==> config.mk <==
export PLATFORM = sky130hd
export DESIGN_NAME = sdram_bus_bridge
export DESIGN_NICKNAME = d
export VERILOG_FILES = /design/src/rtl/sdram_bus_bridge_pkg.sv /design/src/rtl/sdram_bus_bridge.sv
export SDC_FILE = /design/constraint.sdc
export NUM_CORES = 1
export LEC_CHECK = 0
export CAP_MARGIN = 20
export CORE_MARGIN = 1.5
export CORE_UTILIZATION = 47
export CTS_BUF_LIST = sky130_fd_sc_hd__clkbuf_4 sky130_fd_sc_hd__clkbuf_8
export DETAILED_ROUTE_END_ITERATION = 7
export PLACE_DENSITY = 0.83
export SETUP_SLACK_MARGIN = 0.15
export SYNTH_ARGS = -nofsm -noshare
export SYNTH_HDL_FRONTEND = slang
export SYNTH_SLANG_ARGS = --single-unit
==> constraint.sdc <==
create_clock -name clk -period 4.1 [get_ports clk]
set_clock_uncertainty 0.05 [all_clocks]
set_input_delay 0.41 -clock clk [delete_from_list [all_inputs] [get_ports clk]]
set_output_delay 0.41 -clock clk [all_outputs]
set_load 0.01 [all_outputs]
==> src/rtl/sdram_bus_bridge_pkg.sv <==
// Shared definitions for the 32-bit bus to 16-bit SDRAM host bridge:
// FSM state encodings and half-word select constants.
package sdram_bus_bridge_pkg;

   typedef enum logic [2:0] {
      IDLE     = 3'd0,
      ISSUE_LO = 3'd1,
      GAP      = 3'd2,
      ISSUE_HI = 3'd3,
      DONE     = 3'd4
   } bridge_state_t;

   localparam logic HALF_LO = 1'b0;
   localparam logic HALF_HI = 1'b1;

endpackage

==> src/rtl/sdram_bus_bridge.sv <==
// Splits 32-bit bus accesses into up to two 16-bit SDRAM controller accesses
// (low half first), merges read data and returns a single-cycle ack.
module sdram_bus_bridge
   import sdram_bus_bridge_pkg::*;
#(
   parameter int POSTED_WRITES = 0,
   parameter int ADDR_WIDTH    = 32
) (
   input  logic                  clk,
   input  logic                  rst,
   input  logic                  bus_access,
   input  logic [29:0]           bus_addr,
   input  logic                  bus_wr_en,
   input  logic [3:0]            bus_bytesel,
   input  logic [31:0]           bus_wr_val,
   output logic [31:0]           bus_data,
   output logic                  bus_ack,
   output logic [ADDR_WIDTH-1:0] h_addr,
   output logic [15:0]           h_wdata,
   input  logic [15:0]           h_rdata,
   output logic                  h_wr_en,
   output logic [1:0]            h_bytesel,
   input  logic                  h_compl
);

   bridge_state_t state_q, state_d;
   logic [29:0]   addr_q, addr_d;
   logic          wr_en_q, wr_en_d;
   logic [3:0]    bytesel_q, bytesel_d;
   logic [31:0]   wr_val_q, wr_val_d;
   logic [31:0]   rdata_q, rdata_d;
   logic          half_q, half_d;
   logic          pending_q, pending_d;

   logic          lo_en;
   logic          hi_en;
   logic          issuing;
   logic [31:0]   full_addr;

   always_ff @(posedge clk or posedge rst) begin
      if (rst) begin
         state_q   <= IDLE;
         addr_q    <= '0;
         wr_en_q   <= 1'b0;
         bytesel_q <= '0;
         wr_val_q  <= '0;
         rdata_q   <= '0;
         half_q    <= HALF_LO;
         pending_q <= 1'b0;
      end else begin
         state_q   <= state_d;
         addr_q    <= addr_d;
         wr_en_q   <= wr_en_d;
         bytesel_q <= bytesel_d;
         wr_val_q  <= wr_val_d;
         rdata_q   <= rdata_d;
         half_q    <= half_d;
         pending_q <= pending_d;
      end
   end

   assign lo_en = |bytesel_q[1:0];
   assign hi_en = |bytesel_q[3:2];

   always_comb begin
      state_d   = state_q;
      addr_d    = addr_q;
      wr_en_d   = wr_en_q;
      bytesel_d = bytesel_q;
      wr_val_d  = wr_val_q;
      rdata_d   = rdata_q;
      half_d    = half_q;
      pending_d = pending_q;

      case (state_q)
         IDLE: begin
            if (bus_access && !pending_q) begin
               addr_d    = bus_addr;
               wr_en_d   = bus_wr_en;
               bytesel_d = bus_bytesel;
               wr_val_d  = bus_wr_val;
               rdata_d   = '0;
               half_d    = HALF_LO;
               // A posted write acks first; DONE then launches the halves.
               if ((POSTED_WRITES != 0) && bus_wr_en && (|bus_bytesel)) begin
                  pending_d = 1'b1;
                  state_d   = DONE;
               end else if (|bus_bytesel[1:0]) begin
                  state_d = ISSUE_LO;
               end else if (|bus_bytesel[3:2]) begin
                  half_d  = HALF_HI;
                  state_d = ISSUE_HI;
               end else begin
                  state_d = DONE;
               end
            end
         end

         ISSUE_LO: begin
            if (h_compl) begin
               if (!wr_en_q) begin
                  rdata_d[15:0] = h_rdata;
               end
               state_d = GAP;
            end
         end

         ISSUE_HI: begin
            if (h_compl) begin
               if (!wr_en_q) begin
                  rdata_d[31:16] = h_rdata;
               end
               state_d = GAP;
            end
         end

         GAP: begin
            if ((half_q == HALF_LO) && hi_en) begin
               half_d  = HALF_HI;
               state_d = ISSUE_HI;
            end else if (pending_q) begin
               // Background write finished; requester was already released.
               pending_d = 1'b0;
               state_d   = IDLE;
            end else begin
               state_d = DONE;
            end
         end

         DONE: begin
            if (pending_q) begin
               if (lo_en) begin
                  half_d  = HALF_LO;
                  state_d = ISSUE_LO;
               end else begin
                  half_d  = HALF_HI;
                  state_d = ISSUE_HI;
               end
            end else begin
               state_d = IDLE;
            end
         end

         default: begin
            state_d = IDLE;
         end
      endcase
   end

   assign issuing = (state_q == ISSUE_LO) || (state_q == ISSUE_HI);

   always_comb begin
      h_bytesel = 2'b00;
      if (state_q == ISSUE_LO) begin
         h_bytesel = bytesel_q[1:0];
      end else if (state_q == ISSUE_HI) begin
         h_bytesel = bytesel_q[3:2];
      end
   end

   assign h_wr_en   = issuing && wr_en_q;
   assign h_wdata   = issuing ? ((half_q == HALF_HI) ? wr_val_q[31:16] : wr_val_q[15:0]) : 16'h0000;
   assign bus_ack   = (state_q == DONE);
   assign bus_data  = bus_ack ? rdata_q : 32'h0000_0000;
   assign full_addr = {addr_q, half_q, 1'b0};

   // Fit the 32-bit byte address to whatever host address width is configured.
   generate
      if (ADDR_WIDTH == 32) begin : g_addr_eq
         assign h_addr = full_addr;
      end else if (ADDR_WIDTH > 32) begin : g_addr_wide
         assign h_addr = {{(ADDR_WIDTH-32){1'b0}}, full_addr};
      end else begin : g_addr_narrow
         assign h_addr = full_addr[ADDR_WIDTH-1:0];
      end
   endgenerate

endmodule
==> flow_summary.html <==
<table>
<tr><th>Metric</th><th>Value</th></tr>
<tr><th colspan="2">Final layout</th></tr>
<tr><td>Top library cells by usage in the layout, fill and taps aside</td><td>169 x clkdlybuf4s50_1, 103 x dfrtp_1, 66 x nand2_1</td></tr>
<tr><td>Post-synthesis to final-layout area growth</td><td>38.0%</td></tr>
<tr><td>Number of antenna repair diodes</td><td>0</td></tr>
<tr><td>Net total in the final layout</td><td>642</td></tr>
<tr><td>Share of cells above drive strength 1</td><td>15.4%</td></tr>
<tr><td>Register cell area after layout</td><td>0.00258 mm^2</td></tr>
<tr><td>Commonest non-fill, non-tap cell in the layout</td><td>clkdlybuf4s50_1</td></tr>
<tr><td>Area of the multi-input gates</td><td>0.00204 mm^2</td></tr>
<tr><td>Fill count</td><td>765</td></tr>
<tr><th colspan="2">Clocking</th></tr>
<tr><td>Clock buffers created by TritonCTS</td><td>9</td></tr>
<tr><td>Clock tree from TritonCTS</td><td>done</td></tr>
<tr><td>Setup fix buffers added after clock tree synthesis</td><td>0</td></tr>
<tr><td>Number of levels in the clock H-tree</td><td>3</td></tr>
<tr><td>Max Buffers Root-to-Sink</td><td>2</td></tr>
<tr><td>Clk Latency, worst-skew pair</td><td>approximately 0.37 ns</td></tr>
<tr><td>Clock Root Buffer</td><td>clkbuf_8</td></tr>
<tr><td>Gates resized, CTS repair</td><td>0</td></tr>
<tr><td>Clk sink count</td><td>103</td></tr>
<tr><td>Hold-fix buffers, CTS</td><td>0</td></tr>
<tr><td>Clock slew at reported path FFs</td><td>0.10 ns</td></tr>
<tr><th colspan="2">Floorplan</th></tr>
<tr><td>Initial core utilization</td><td>48.0%</td></tr>
<tr><td>Top-level port count</td><td>171</td></tr>
<tr><td>Die Area</td><td>0.0110 mm^2</td></tr>
<tr><td>Die Span Y</td><td>105 um</td></tr>
<tr><td>Floorplan row count</td><td>37</td></tr>
<tr><td>Horizontal die dimension</td><td>105 um</td></tr>
<tr><td>Core area</td><td>0.0102 mm^2</td></tr>
<tr><th colspan="2">Logic synthesis</th></tr>
<tr><td>Number of flip-flops and latches in the synthesized netlist</td><td>103</td></tr>
<tr><td>Number of flops mapped to enable cells by yosys</td><td>0</td></tr>
<tr><td>Synth Flop Type</td><td>dfrtp_1</td></tr>
<tr><td>Share of Yosys cell area claimed by the top area cell type</td><td>52.8%</td></tr>
<tr><td>Cells after synthesis</td><td>401</td></tr>
<tr><td>Total number of yosys warnings</td><td>0</td></tr>
<tr><td>Part of the Yosys area used for sequential elements</td><td>52.8%</td></tr>
<tr><td>Synth Cell Area</td><td>0.00488 mm^2</td></tr>
<tr><td>Syn Area/Cell</td><td>12.2 um^2</td></tr>
<tr><td>Top cells by area in the synthesized netlist</td><td>dfrtp_1 53%, mux2_4 18%, nand2_1 5.1%, and3_1 4.1%, mux2i_1 3.3%</td></tr>
<tr><td>Post-synth ARST share</td><td>100%</td></tr>
<tr><td>Total nets after synthesis</td><td>around 490</td></tr>
<tr><td>Number of library cell types mapped by synthesis</td><td>38</td></tr>
<tr><td>Post-synthesis cell type with the largest combined area</td><td>dfrtp_1</td></tr>
<tr><th colspan="2">STA</th></tr>
<tr><td>Unrepaired setup endpoints after global routing</td><td>false</td></tr>
<tr><td>Max-slew violation count</td><td>0</td></tr>
<tr><td>Number of endpoints with negative hold slack in the final report</td><td>0</td></tr>
<tr><td>Highest achievable clock rate</td><td>roughly 310 MHz</td></tr>
<tr><td>Final critical-path share of the clock period</td><td>77.9%</td></tr>
<tr><td>Count of final setup violators</td><td>0</td></tr>
<tr><td>Setup ws final</td><td>0.905 ns</td></tr>
<tr><td>Slew margin rel.</td><td>32.3%</td></tr>
<tr><td>Crit path time final</td><td>3.20 ns</td></tr>
<tr><td>Worst slew pin tran</td><td>1.02 ns</td></tr>
<tr><td>Setup_tns</td><td>0 ns</td></tr>
<tr><th colspan="2">Worst setup path</th></tr>
<tr><td>Classification of the worst setup path</td><td>reg2out</td></tr>
<tr><td>Max Fanout on Critical Path</td><td>41</td></tr>
<tr><td>Kind of cell adding the most delay to the critical path</td><td>flip-flops</td></tr>
<tr><td>Crit path DAT</td><td>2.74 ns</td></tr>
<tr><td>Required arrival time at the worst endpoint</td><td>between 3 and 4 ns</td></tr>
<tr><td>Number of buffer and inverter instances along the worst setup path</td><td>1</td></tr>
<tr><td>Slowest CP cell</td><td>dfrtp_1</td></tr>
<tr><td>Critical path cell sequence</td><td>nand2b_1 &gt; nor2_1 &gt; clkdlybuf4s50_1</td></tr>
<tr><td>Nature of the critical path startpoint</td><td>flip-flop</td></tr>
<tr><td>Sort of element at the end of the critical path</td><td>output pin</td></tr>
<tr><td>Highest cell delay on the worst timing path</td><td>1.03 ns</td></tr>
<tr><th colspan="2">GRT</th></tr>
<tr><td>Initial antenna violation count</td><td>0</td></tr>
<tr><td>Number of global-route vias before repair</td><td>3744</td></tr>
<tr><td>Pin count of the biggest net entering global routing</td><td>66</td></tr>
<tr><td>Aggregate global routing overflow</td><td>0</td></tr>
<tr><td>Global-route wire length before repair</td><td>18600 um</td></tr>
<tr><td>Combined global-route utilization of all metal layers</td><td>21.5%</td></tr>
<tr><th colspan="2">Placement</th></tr>
<tr><td>Minimum setup slack after placement</td><td>roughly 1.3 ns</td></tr>
<tr><td>Final RePlAce weighted congestion</td><td>0.857</td></tr>
<tr><td>PortBufs</td><td>169</td></tr>
<tr><td>Post-DP HPWL</td><td>8270 um</td></tr>
<tr><th colspan="2">Drt</th></tr>
<tr><td>First-pass iteration count of the detailed router</td><td>4</td></tr>
<tr><td>Via count</td><td>3534</td></tr>
<tr><td>Drt total wl</td><td>11500 um</td></tr>
<tr><td>Wire length per cell</td><td>~16 um</td></tr>
<tr><td>1st-iter DRT viols</td><td>roughly 160</td></tr>
<tr><td>Via density per instance</td><td>5.08</td></tr>
<tr><td>Number of antenna-violating nets in the routed design</td><td>0</td></tr>
<tr><td>Remaining DRCs</td><td>0</td></tr>
<tr><th colspan="2">Power</th></tr>
<tr><td>Sequential fraction of design power</td><td>39.6%</td></tr>
<tr><td>Max VDD drop</td><td>0.454 mV</td></tr>
<tr><td>Power per unit of standard cell area</td><td>697 mW/mm^2</td></tr>
<tr><td>Fraction of power spent switching nets</td><td>between 30% and 40%</td></tr>
<tr><td>Final total power</td><td>4.70 mW</td></tr>
<tr><td>Leakage power</td><td>3.04 nW</td></tr>
<tr><td>Internal power consumption</td><td>3.05 mW</td></tr>
<tr><td>Switching Power</td><td>1.64 mW</td></tr>
<tr><td>Share of power burned in combinational logic</td><td>47.5%</td></tr>
<tr><td>Clock share of power</td><td>13.0%</td></tr>
<tr><th colspan="2">Hold path</th></tr>
<tr><td>HP Class</td><td>reg2reg</td></tr>
<tr><th colspan="2">Run</th></tr>
<tr><td>Number of max-capacitance violations reported</td><td>0</td></tr>
<tr><th colspan="2">Outcome</th></tr>
<tr><td>Run status</td><td>finished clean</td></tr>
</table>
## synthesized netlist by cell type (2+ instances only)
master    number
nor2_1        22
and3_1        32
mux2i_1       16
buf_4          2
clkbuf_1      15
buf_2          6
nand2_1       66
dfrtp_1      103
o22ai_1        2
nand2b_1       3
nor3_1         2
o21ai_0       26
mux2_1         6
a22o_1         2
mux2_4        60
o21ai_1        8
inv_1          4
buf_12         6
## worst paths after layout
check | slack [ns] | from | cells past startpoint | end
setup / recovery | 0.90 | state_q[2] | 3 | h_wdata[3]
max in group asynchronous | 2.72 | rst | 3 | wr_val_q[23]
setup reg to reg | 1.62 | state_q[2] | 4 | addr_q[15]
min in group asynchronous | 0.46 | rst | 2 | addr_q[19]
hold reg to reg | 0.43 | rdata_q[0] | 2 | rdata_q[0]
hold / removal | 0.43 | rdata_q[0] | 2 | rdata_q[0]
## worst min-delay path, cell delays in order, from the launching register on
cell and delay, ns:
dfrtp_1 0.35, nand2_1 0.04, o21ai_0 0.06
## sequential cells by signal, indices dropped and copies added, names as in the netlist
| signal | count |
|---|---|
| rdata_q | 32 |
| wr_val_q | 32 |
| addr_q | 30 |
| bytesel_q | 4 |
| state_q | 3 |
| half_q | 1 |
| wr_en_q | 1 |
## power by group through the flow
stage / Sequential (mW) / Combinational [mW] / Clock (mW)
after floorplan: 1.78 / 1.53 / 0
after global placement: 1.84 / 2.18 / 0
after detailed placement: 1.85 / 2.24 / 0
after CTS: 1.86 / 2.25 / 0.628
after global routing: 1.92 / 2.40 / 0.670
final: 1.86 / 2.23 / 0.609
## layer usage
layer / share of wire, % / global-route usage, % / wire, um
met1: 43 / 28.2 / 4950
met2: 46 / 34.4 / 5260
met3: 9.1 / 6.80 / 1050
met4: 1.9 / 5.68 / 216
met5: 0 / 0 / 0
## through the flow
| stage | cells | instance area (um^2) | hold slack [ns] | utilization [%] |
|---|---|---|---|---|
| floorplan | 401 | 4880 | 0.392 | - |
| global placement | 680 | 6550 | 0.406 | 64.3 |
| detailed placement | 680 | 6550 | 0.412 | 64.3 |
| CTS | 696 | 6740 | 0.436 | 66.2 |
| global route | 696 | 6740 | 0.461 | 66.2 |
| finish | 696 | 6740 | 0.428 | 66.2 |
## layout make-up
cell class                      count  share of cell area [%]
Clock inverter                      7                   0.965
Clock buffer                        9                    1.84
Tap cell                          136                    2.52
Timing Repair Buffer              174                    25.8
Inverter                            4                   0.260
Sequential cell                   103                    38.2
Multi-Input combinational cell    263                    30.3
## kinds of logic (layout without fill, tap and decap cells)
| kind of cell | count (synthesis) | count (layout) | synth area share [%] |
|---|---|---|---|
| DFF | 103 | 103 | 52.8 |
| AOI/OAI and AO/OA | 45 | 45 | 5.20 |
| other | 1 | 1 | 0.0768 |
| buffers and inverters | 35 | 194 | 5.38 |
| muxes | 82 | 82 | 23.1 |
| and+or+nand+nor | 135 | 135 | 13.5 |
Note: power is estimated with default switching activity, not from simulation.
